### src/rtl/lcd_fb_writer_pkg.sv
// ============================================================================
// lcd_fb_writer_pkg : shared LCD constants and FSM encoding (read and write side)
// Revision 1.0
// ============================================================================
`default_nettype none

package lcd_fb_writer_pkg;

  localparam int H_RES_DEF = 240;
  localparam int V_RES_DEF = 320;
  localparam int RGB565_W  = 16;

  typedef enum logic [1:0] {
    ST_IDLE = 2'd0,
    ST_RUN  = 2'd1,
    ST_DONE = 2'd2
  } lcd_state_e;

endpackage

`default_nettype wire

### src/rtl/lcd_rect_cnt.sv
// ============================================================================
// lcd_rect_cnt : rectangle col/row walker with row-base accumulator.
// Optional LCD_FB_CLIP_EN flags pixels that fall outside the visible frame.
// Revision 1.0
// ============================================================================
`default_nettype none

module lcd_rect_cnt
  import lcd_fb_writer_pkg::*;
#(
  parameter int H_RES      = H_RES_DEF,
  parameter int V_RES      = V_RES_DEF,
  parameter int ADDR_WIDTH = 17
) (
  input  logic                  clk,
  input  logic                  rstn,
  input  logic                  load_i,
  input  logic                  adv_i,
  input  logic [8:0]            x0_i,
  input  logic [8:0]            y0_i,
  input  logic [8:0]            w_i,
  input  logic [8:0]            h_i,
  output logic [ADDR_WIDTH-1:0] addr_o,
  output logic                  last_o,
  output logic                  offscreen_o
);

  localparam logic [ADDR_WIDTH-1:0] c_hres = ADDR_WIDTH'(H_RES);
`ifdef LCD_FB_CLIP_EN
  localparam bit c_clip_en = 1'b1;
`else
  localparam bit c_clip_en = 1'b0;
`endif

  logic [8:0]            col_q, col_d, row_q, row_d;
  logic [8:0]            w_q, w_d, h_q, h_d;
  logic [8:0]            x0_q, x0_d, y0_q, y0_d;
  logic [ADDR_WIDTH-1:0] row_base_q, row_base_d;
  logic                  col_last;
  logic [9:0]            x_cur, y_cur;

  assign col_last = (col_q == w_q - 9'd1);
  assign last_o   = col_last && (row_q == h_q - 9'd1);
  assign addr_o   = row_base_q + ADDR_WIDTH'(col_q);

  // Coordinates are one bit wider so x0+col cannot wrap before the compare.
  assign x_cur       = {1'b0, x0_q} + {1'b0, col_q};
  assign y_cur       = {1'b0, y0_q} + {1'b0, row_q};
  assign offscreen_o = c_clip_en &&
                       ((32'(x_cur) >= 32'(H_RES)) || (32'(y_cur) >= 32'(V_RES)));

  always_comb begin
    col_d      = col_q;
    row_d      = row_q;
    w_d        = w_q;
    h_d        = h_q;
    x0_d       = x0_q;
    y0_d       = y0_q;
    row_base_d = row_base_q;
    if (load_i) begin
      col_d      = '0;
      row_d      = '0;
      w_d        = w_i;
      h_d        = h_i;
      x0_d       = x0_i;
      y0_d       = y0_i;
      row_base_d = ADDR_WIDTH'(y0_i) * c_hres + ADDR_WIDTH'(x0_i);
    end else if (adv_i) begin
      if (col_last) begin
        col_d      = '0;
        row_d      = row_q + 9'd1;
        row_base_d = row_base_q + c_hres;
      end else begin
        col_d = col_q + 9'd1;
      end
    end
  end

  always_ff @(posedge clk or negedge rstn) begin
    if (!rstn) begin
      col_q      <= '0;
      row_q      <= '0;
      w_q        <= '0;
      h_q        <= '0;
      x0_q       <= '0;
      y0_q       <= '0;
      row_base_q <= '0;
    end else begin
      col_q      <= col_d;
      row_q      <= row_d;
      w_q        <= w_d;
      h_q        <= h_d;
      x0_q       <= x0_d;
      y0_q       <= y0_d;
      row_base_q <= row_base_d;
    end
  end

endmodule

`default_nettype wire

### src/rtl/lcd_fb_writer.sv
// ============================================================================
// lcd_fb_writer : writes a valid/ready pixel stream into a rectangle of the
// LCD frame buffer. Define LCD_FB_CLIP_EN to suppress off-screen writes.
// Revision 1.0
// ============================================================================
`default_nettype none

module lcd_fb_writer
  import lcd_fb_writer_pkg::*;
#(
  parameter int H_RES      = H_RES_DEF,
  parameter int V_RES      = V_RES_DEF,
  parameter int ADDR_WIDTH = 17,
  parameter int DATA_WIDTH = RGB565_W
) (
  input  logic                  clk,
  input  logic                  rstn,
  input  logic                  start,
  input  logic [8:0]            x0,
  input  logic [8:0]            y0,
  input  logic [8:0]            w,
  input  logic [8:0]            h,
  input  logic                  pix_valid,
  input  logic [DATA_WIDTH-1:0] pix_data,
  output logic                  pix_ready,
  output logic                  busy,
  output logic                  done,
  output logic                  we,
  output logic [ADDR_WIDTH-1:0] waddr,
  output logic [DATA_WIDTH-1:0] wdata
);

  lcd_state_e            state_q;
  logic                  pix_ready_q, busy_q, done_q, we_q;
  logic [ADDR_WIDTH-1:0] waddr_q;
  logic [DATA_WIDTH-1:0] wdata_q;

  logic                  nonzero, load, xfer, last, offscreen;
  logic [ADDR_WIDTH-1:0] addr;

  assign nonzero = (w != 9'd0) && (h != 9'd0);
  assign load    = (state_q == ST_IDLE) && start && nonzero;
  // pix_ready_q is only ever high in RUN, so it doubles as the state qualifier.
  assign xfer    = pix_valid && pix_ready_q;

  lcd_rect_cnt #(
    .H_RES      (H_RES),
    .V_RES      (V_RES),
    .ADDR_WIDTH (ADDR_WIDTH)
  ) u_cnt (
    .clk         (clk),
    .rstn        (rstn),
    .load_i      (load),
    .adv_i       (xfer),
    .x0_i        (x0),
    .y0_i        (y0),
    .w_i         (w),
    .h_i         (h),
    .addr_o      (addr),
    .last_o      (last),
    .offscreen_o (offscreen)
  );

  always_ff @(posedge clk or negedge rstn) begin
    if (!rstn) begin
      state_q     <= ST_IDLE;
      pix_ready_q <= 1'b0;
      busy_q      <= 1'b0;
      done_q      <= 1'b0;
      we_q        <= 1'b0;
      waddr_q     <= '0;
      wdata_q     <= '0;
    end else begin
      we_q   <= 1'b0;
      done_q <= 1'b0;
      case (state_q)
        ST_IDLE: begin
          if (start) begin
            busy_q <= 1'b1;
            if (nonzero) begin
              state_q     <= ST_RUN;
              pix_ready_q <= 1'b1;
            end else begin
              state_q <= ST_DONE;
              done_q  <= 1'b1;
            end
          end
        end
        ST_RUN: begin
          if (xfer) begin
            we_q    <= ~offscreen;
            waddr_q <= addr;
            wdata_q <= pix_data;
            if (last) begin
              state_q     <= ST_DONE;
              pix_ready_q <= 1'b0;
              done_q      <= 1'b1;
            end
          end
        end
        ST_DONE: begin
          state_q <= ST_IDLE;
          busy_q  <= 1'b0;
        end
        default: begin
          state_q     <= ST_IDLE;
          pix_ready_q <= 1'b0;
          busy_q      <= 1'b0;
        end
      endcase
    end
  end

  assign pix_ready = pix_ready_q;
  assign busy      = busy_q;
  assign done      = done_q;
  assign we        = we_q;
  assign waddr     = waddr_q;
  assign wdata     = wdata_q;

endmodule

`default_nettype wire
### config.mk
export PLATFORM = sky130hd
export DESIGN_NAME = lcd_fb_writer
export DESIGN_NICKNAME = d
export VERILOG_FILES = /design/src/rtl/lcd_fb_writer_pkg.sv /design/src/rtl/lcd_rect_cnt.sv /design/src/rtl/lcd_fb_writer.sv
export SDC_FILE = /design/constraint.sdc
export NUM_CORES = 1
export LEC_CHECK = 0
export CAP_MARGIN = 5
export CORE_MARGIN = 2
export CORE_UTILIZATION = 50
export DETAILED_ROUTE_END_ITERATION = 8
export HOLD_SLACK_MARGIN = 0.12
export PLACE_DENSITY = 0.77
export SETUP_SLACK_MARGIN = 0.02
export SLEW_MARGIN = 20
export SYNTH_ARGS = -nofsm -noshare
export SYNTH_HDL_FRONTEND = slang
export SYNTH_SLANG_ARGS = --single-unit
### constraint.sdc
create_clock -name clk -period 2.6 [get_ports clk]
set_clock_uncertainty 0.1 [all_clocks]
set_input_delay 0.39 -clock clk [delete_from_list [all_inputs] [get_ports clk]]
set_output_delay 0.39 -clock clk [all_outputs]
set_load 0.1 [all_outputs]
-- Word level (Yosys, flattened, before mapping)
Cells that the tools add are included.
- register bits after elaboration: 92
- bits of input ports: 56
- output and inout bits: 37
- word-level logic and storage cells: 73
- add/subtract/negate cells: 7
- $mul: 1
- equality and inequality tests: 8
- multiplexer cells: 28
- bitwise logic cells: 2
- reduce and logical (&&, ||, !) cells: 15
- operators with widths (operator ; number):
    $mux W9 ; 6
    $mux W17 ; 3
    $add A17 B9 Y17 ; 2
    $add A9 B1 Y9 const B ; 2
    $eq A9 B9 Y1 ; 2
    $reduce_bool A9 Y1 ; 2
    $sub A9 B1 Y9 const B ; 2
    $add A17 B8 Y17 const B ; 1
    $mul A9 B4 Y13 const B ; 1
    $mux W1 ; 11
    $mux W2 ; 4
    $ne A2 B2 Y1 const B ; 3
    $reduce_and A2 Y1 ; 3
    $logic_and A1 B1 Y1 ; 5
    $reduce_and A5 Y1 ; 1
    $pmux W1 S2 ; 2
    $pmux W2 S2 ; 1
    $reduce_bool A2 Y1 ; 2
    $pmux W1 S3 ; 1
    $reduce_and A3 Y1 ; 1
    $eq A2 B1 Y1 const B ; 1
    $eq A2 B2 Y1 const B ; 1
    $logic_not A2 Y1 ; 1
    $ne A2 B1 Y1 const B ; 1
    $not A1 Y1 ; 2

-- Logic depth before layout (Yosys ltp)
Gate-level depths: netlist (run 1).
- depth after elaboration: 6
- depth in mapped cells: 14

-- Hierarchy
A second synthesis (run 1) with hierarchy kept.
- cell total of the unflattened synthesis: 646
- area, all modules: 6473.7 um^2
- by module, submodules not included (module ; times used ; cells each ; area an instance (um^2)):
    lcd_rect_cnt ; 1 ; 545 ; 4800.9
    lcd_fb_writer ; 1 ; 101 ; 1672.9

-- Worst setup path after synthesis (run 1)
Ideal clock, no wire load.
- path kind: input -> register
- from: in y0[3]
- to: reg u_cnt.row_base_q[16]
- arrival: 3.195 ns
- path slack: -0.834 ns
- stages on the path: 13
- buffers on the path: 0
- path through: inv_1 fa_1 fa_1 inv_1 ha_1 a211oi_1 o311ai_0 a31o_2 a21oi_1 xnor2_1 nand4_1 xnor2_1 mux2i_1
- longest elaborated chain between the ends: 3
- RTL lines (what ; RTL line ; RTL):
    start: declaration ; lcd_fb_writer.sv:20 ; input logic [8:0] y0,
    $mul A9 B4 Y13 ; lcd_rect_cnt.sv:67 ; row_base_d = ADDR_WIDTH'(y0_i) * c_hres + ADDR_WIDTH'(x0_i);
    $add A17 B9 Y17 ; lcd_rect_cnt.sv:67 ;
    $mux W17 ; lcd_rect_cnt.sv:60 ; if (load_i) begin
    end signal: assignment ; lcd_rect_cnt.sv:95 ; row_base_q <= row_base_d;
    end: declaration ; lcd_rect_cnt.sv:38 ; logic [ADDR_WIDTH-1:0] row_base_q, row_base_d;
Every way passes these cells.
A chain may end at the register's enable or synchronous reset.

-- Final worst setup path (run 1)
- from: in y0[3]
- to: reg u_cnt.row_base_q[12]
The elaborated chain is that of the path after synthesis.

==> flow_metrics.py, run 1 <==
metrics = {
    "yosys": {
        "synth-simple-area-share_pct": 23.2,
        "postSynth.asyncResetShare_pct": 100,
        "yosysWarnings": 0,
        "synth_area_um2": 6290,
        "yosys.area_share.xor_xnor_pct": 9.89,
        "synth_area_per_cell_um2": 8.80,
        "synth_nets": 823,
        "ys_dominant_reg_cell": "dfrtp_1",
        "netlist_instances": 715,
        "synth_cell_types": 62,
        "seq_area_frac_synth_pct": 36.6,
        "synth.mux.area_fraction_pct": 1.11,
        "synth_top_family_by_area": "simple AND/OR/NAND/NOR gates",
        "synth_area_leader_cell": "dfrtp_1",
        "synth_edf_count": 0,
        "synth_compound_area_share_pct": 11.5,
        "synthAdderAreaFrac_pct": 12.4,
        "synth_area_leaders": "dfrtp_1 (37%), nand2_1 (9.7%), ha_1 (7.0%)",
        "synth_top_cell_area_share_pct": 36.6,
        "ys_ff_latch": 92,
    },
    "critical_path": {
        "slowest_stage": "fa_1",
        "cp_cell_sequence": "buf_8 > clkinvlp_4 > buf_6 > fa_1 > fa_1 > inv_2 > ha_4 > a21oi_4 > nand2b_4 > nand3b_1 > xor2_1 > buf_4 > xor2_1 > nor2_1 > a211o_1",
        "crit_type": "input port to register",
        "endpoint_kind": "register",
        "reg2reg_depth": 10,
        "critical_path.max_fanout": 4,
        "r2r_slack_ns": -0.18,
        "r2r_start": "u_cnt.w_q[0]",
        "crit_start": "y0[3]",
        "required_ns": 2.73,
        "r2r_end": "u_cnt.row_base_q[14]",
        "crit_end": "u_cnt.row_base_q[12]",
        "cp-start-kind": "input port",
        "worstPathArrival_ns": 3.41,
        "critPathMaxStageDelay_ns": 0.57,
    },
    "final_layout": {
        "drive_above_1_share_pct": 29.3,
        "filler_cell_count": 824,
        "fin_util_pct": 73.0,
        "fin_cells": 1066,
        "register_area_um2": 2300,
        "syn2layout_area_growth_pct": 41.1,
        "n_antenna_cell": 0,
        "multi_input_area_um2": 4170,
        "nets": 1001,
    },
    "clocking": {
        "htree_num_levels": 3,
        "insertion_delay_ns": 0.35,
        "cts_root_buf": "clkbuf_16",
        "cts-buffers-inserted": 9,
        "cts_tree": "done",
        "cts_buffer_depth": 2,
        "cts.sinks": 92,
        "cts.clk_slew.worst_paths_ns": 0.07,
    },
    "timing": {
        "setup-tns-final_ns": -5.64,
        "final_hold_viol_count": 0,
        "max_freq_mhz": 305,
        "setup_slack_ns": -0.677,
        "slew_headroom_pct": 48.1,
        "rsz0062_at_grt": "yes",
        "tightest_slew_ns": 0.774,
        "fin_crit_sh_pct": 126,
        "layout_min_cycle_time_ns": 3.28,
        "setup_viol": 18,
        "slew_violations": 0,
    },
    "floorplan": {
        "die_w_um": 116,
        "io_pins": 93,
        "row_count": 40,
        "die_h_um": 116,
        "dieArea_um2": 13500,
        "coreArea_um2": 12200,
        "initial_core_util_pct": 51.7,
    },
    "hold_path": {
        "worstHoldPathType": "register to register",
        "holdPathStages": 2,
    },
    "placed_design": {
        "place.detailed.hpwl_mm": 11.5,
        "pre_cts_ws_ns": -1.48,
        "portBuffers": 92,
        "gp_congestion": 0.850,
        "placed_cells": 1019,
    },
    "global_routing": {
        "grt_pass1_wl_mm": 26.2,
        "grt_pass1_vias": 5709,
        "grt-ovfl-total": 0,
        "grt_util_all_layers_pct": 24.5,
        "grt_max_degree": 61,
        "antenna_found_initial": 0,
    },
    "pwr": {
        "p_per_area_nw_per_um2": 1060,
        "ir_drop_v": 0.000621,
        "p_leak_nw": 4.14,
    },
    "routing": {
        "firstDrtPassIters": 4,
        "vias": 5783,
        "via_per_inst": 5.42,
        "drc": 0,
        "routedWlPerCell_um": 16.0,
        "routed_wl_mm": 17.1,
        "drtIter0Drc": 347,
        "postRouteAntennaNets": 0,
    },
    "status": {
        "violations": "negative setup slack",
        "status": "complete, but fails checks",
    },
    "job": {
        "maxCapViolCount": 0,
    },
}
==> metal layers <==
layer  vias up  GRT usage (%)  routed length [um]
met3        31           3.32                 746
met5         -              0                   0
met2       173           44.0                9020
met1      2816           29.8                6950
met4         0           10.2                 352
li1       2763              -                   -
==> metrics by stage <==
step,power [mW],cell area [um^2],hold WS [ns]
after floorplan,5.87,6350,-0.00559
after global placement,7.06,7830,0.251
after detailed placement,7.26,7830,0.262
after CTS,8.88,8490,0.385
after global routing,9.93,8880,0.393
final,9.41,8880,0.382
==> worst max-delay path: cells and delay by family <==
kind	cells	cell delay (ns)
xor gates and xnor gates	2	0.35
adders and majority gates	3	1.29
AOI/OAI and AO/OA	2	0.48
buffers and inverters	5	0.53
and+or+nand+nor	3	0.34
==> how the worst min path moves through the flow <==
stage / startpoint / endpoint / slack [ns]
floorplan: rstn / busy / -0.006
finish: wdata[7] / wdata[7] / 0.38
CTS: state_q[0] / pix_ready / 0.38
global route: wdata[15] / wdata[15] / 0.39
detailed placement: rstn / wdata[6] / 0.26
global placement: rstn / wdata[6] / 0.25
==> sequential cells by signal, indices dropped and copies added (netlist names) <==
signal / flops
u_cnt.row_base_q: 17
waddr: 17
wdata: 16
u_cnt.col_q: 9
u_cnt.h_q: 9
u_cnt.row_q: 9
u_cnt.w_q: 9
state_q: 2
busy: 1
done: 1
pix_ready: 1
we: 1
==> power by group <==
part / internal [mW] / switching [mW]
combinational: 2.29 / 3.44
sequential: 1.92 / 0.526
clock: 0.653 / 0.582
total: 4.86 / 4.55
==> repair_timing <==
action,4_1_cts,5_1_grt
pin swaps,63,40
gates resized for setup,81,77
buffers inserted,17,15
cloned,2,0
hold buffers,1,0
endpoints found under the setup margin,28,40
hold endpoints to repair,32,0
==> layout by cell type (no fill, tap or decap), drive strengths merged, types with 4 or more instances in the layout <==
cell type,count
and2,6
o21bai,4
nor3b,6
nor4,6
mux2i,7
nor2b,5
o21ai,42
buf,144
xnor2,41
nand3,15
a211oi,4
clkinv,4
clkdlybuf4s50,46
o31ai,5
o211ai,5
or4,6
fa,17
nor2,40
inv,53
ha,35
or3,4
nand2,162
nand4,9
o41ai,4
a21oi,18
dfrtp,92
and3,9
a21o,5
nand2b,12
clkbuf,10
xor2,30
nand4b,4
nor3,10
==> cell families (layout without fill, tap and decap cells) <==
kind of cell / Yosys count / in the layout
AND/OR/NAND/NOR: 301 / 302
AO/OA/AOI/OAI: 111 / 111
flip-flops: 92 / 92
buffers and inverters: 81 / 263
XOR/XNOR: 71 / 71
adder cells (fa/ha/maj): 52 / 52
multiplexers: 7 / 7
==> layout make-up <==
| type | count | share of cell area, % |
|---|---|---|
| multi-input combinational | 543 | 47.0 |
| timing repair buffer | 195 | 19.3 |
| clock inverter | 7 | 0.550 |
| clock buffer | 9 | 2.54 |
| tap | 168 | 2.37 |
| sequential | 92 | 26.0 |
| inverter | 52 | 2.30 |
==> Yosys cell counts (all sizes together) (5+ instances only) <==
| master | n |
|---|---|
| nor3 | 10 |
| fa | 17 |
| nor2b | 5 |
| nand2b | 12 |
| ha | 35 |
| and2 | 6 |
| inv | 51 |
| nor4 | 6 |
| and3 | 9 |
| o21ai | 42 |
| mux2i | 7 |
| xnor2 | 41 |
| dfrtp | 92 |
| o31ai | 5 |
| nor2 | 40 |
| nand2 | 162 |
| buf | 5 |
| a21o | 5 |
| nor3b | 6 |
| or4 | 6 |
| nand3 | 15 |
| a21oi | 18 |
| xor2 | 30 |
| clkbuf | 24 |
| o211ai | 5 |
| nand4 | 9 |
Power figures use the tool's default switching activity.
==> run 2: changes to the inputs <==
--- a/config.mk
+++ b/config.mk
@@ -8,6 +8,7 @@
 export CAP_MARGIN = 5
 export CORE_MARGIN = 2
 export CORE_UTILIZATION = 50
+export CTS_CLUSTER_SIZE = 40
 export DETAILED_ROUTE_END_ITERATION = 8
 export HOLD_SLACK_MARGIN = 0.12
 export PLACE_DENSITY = 0.77
==> results of run 2 <==
The final DEF is identical to that of run 1; final timing and power are the same.
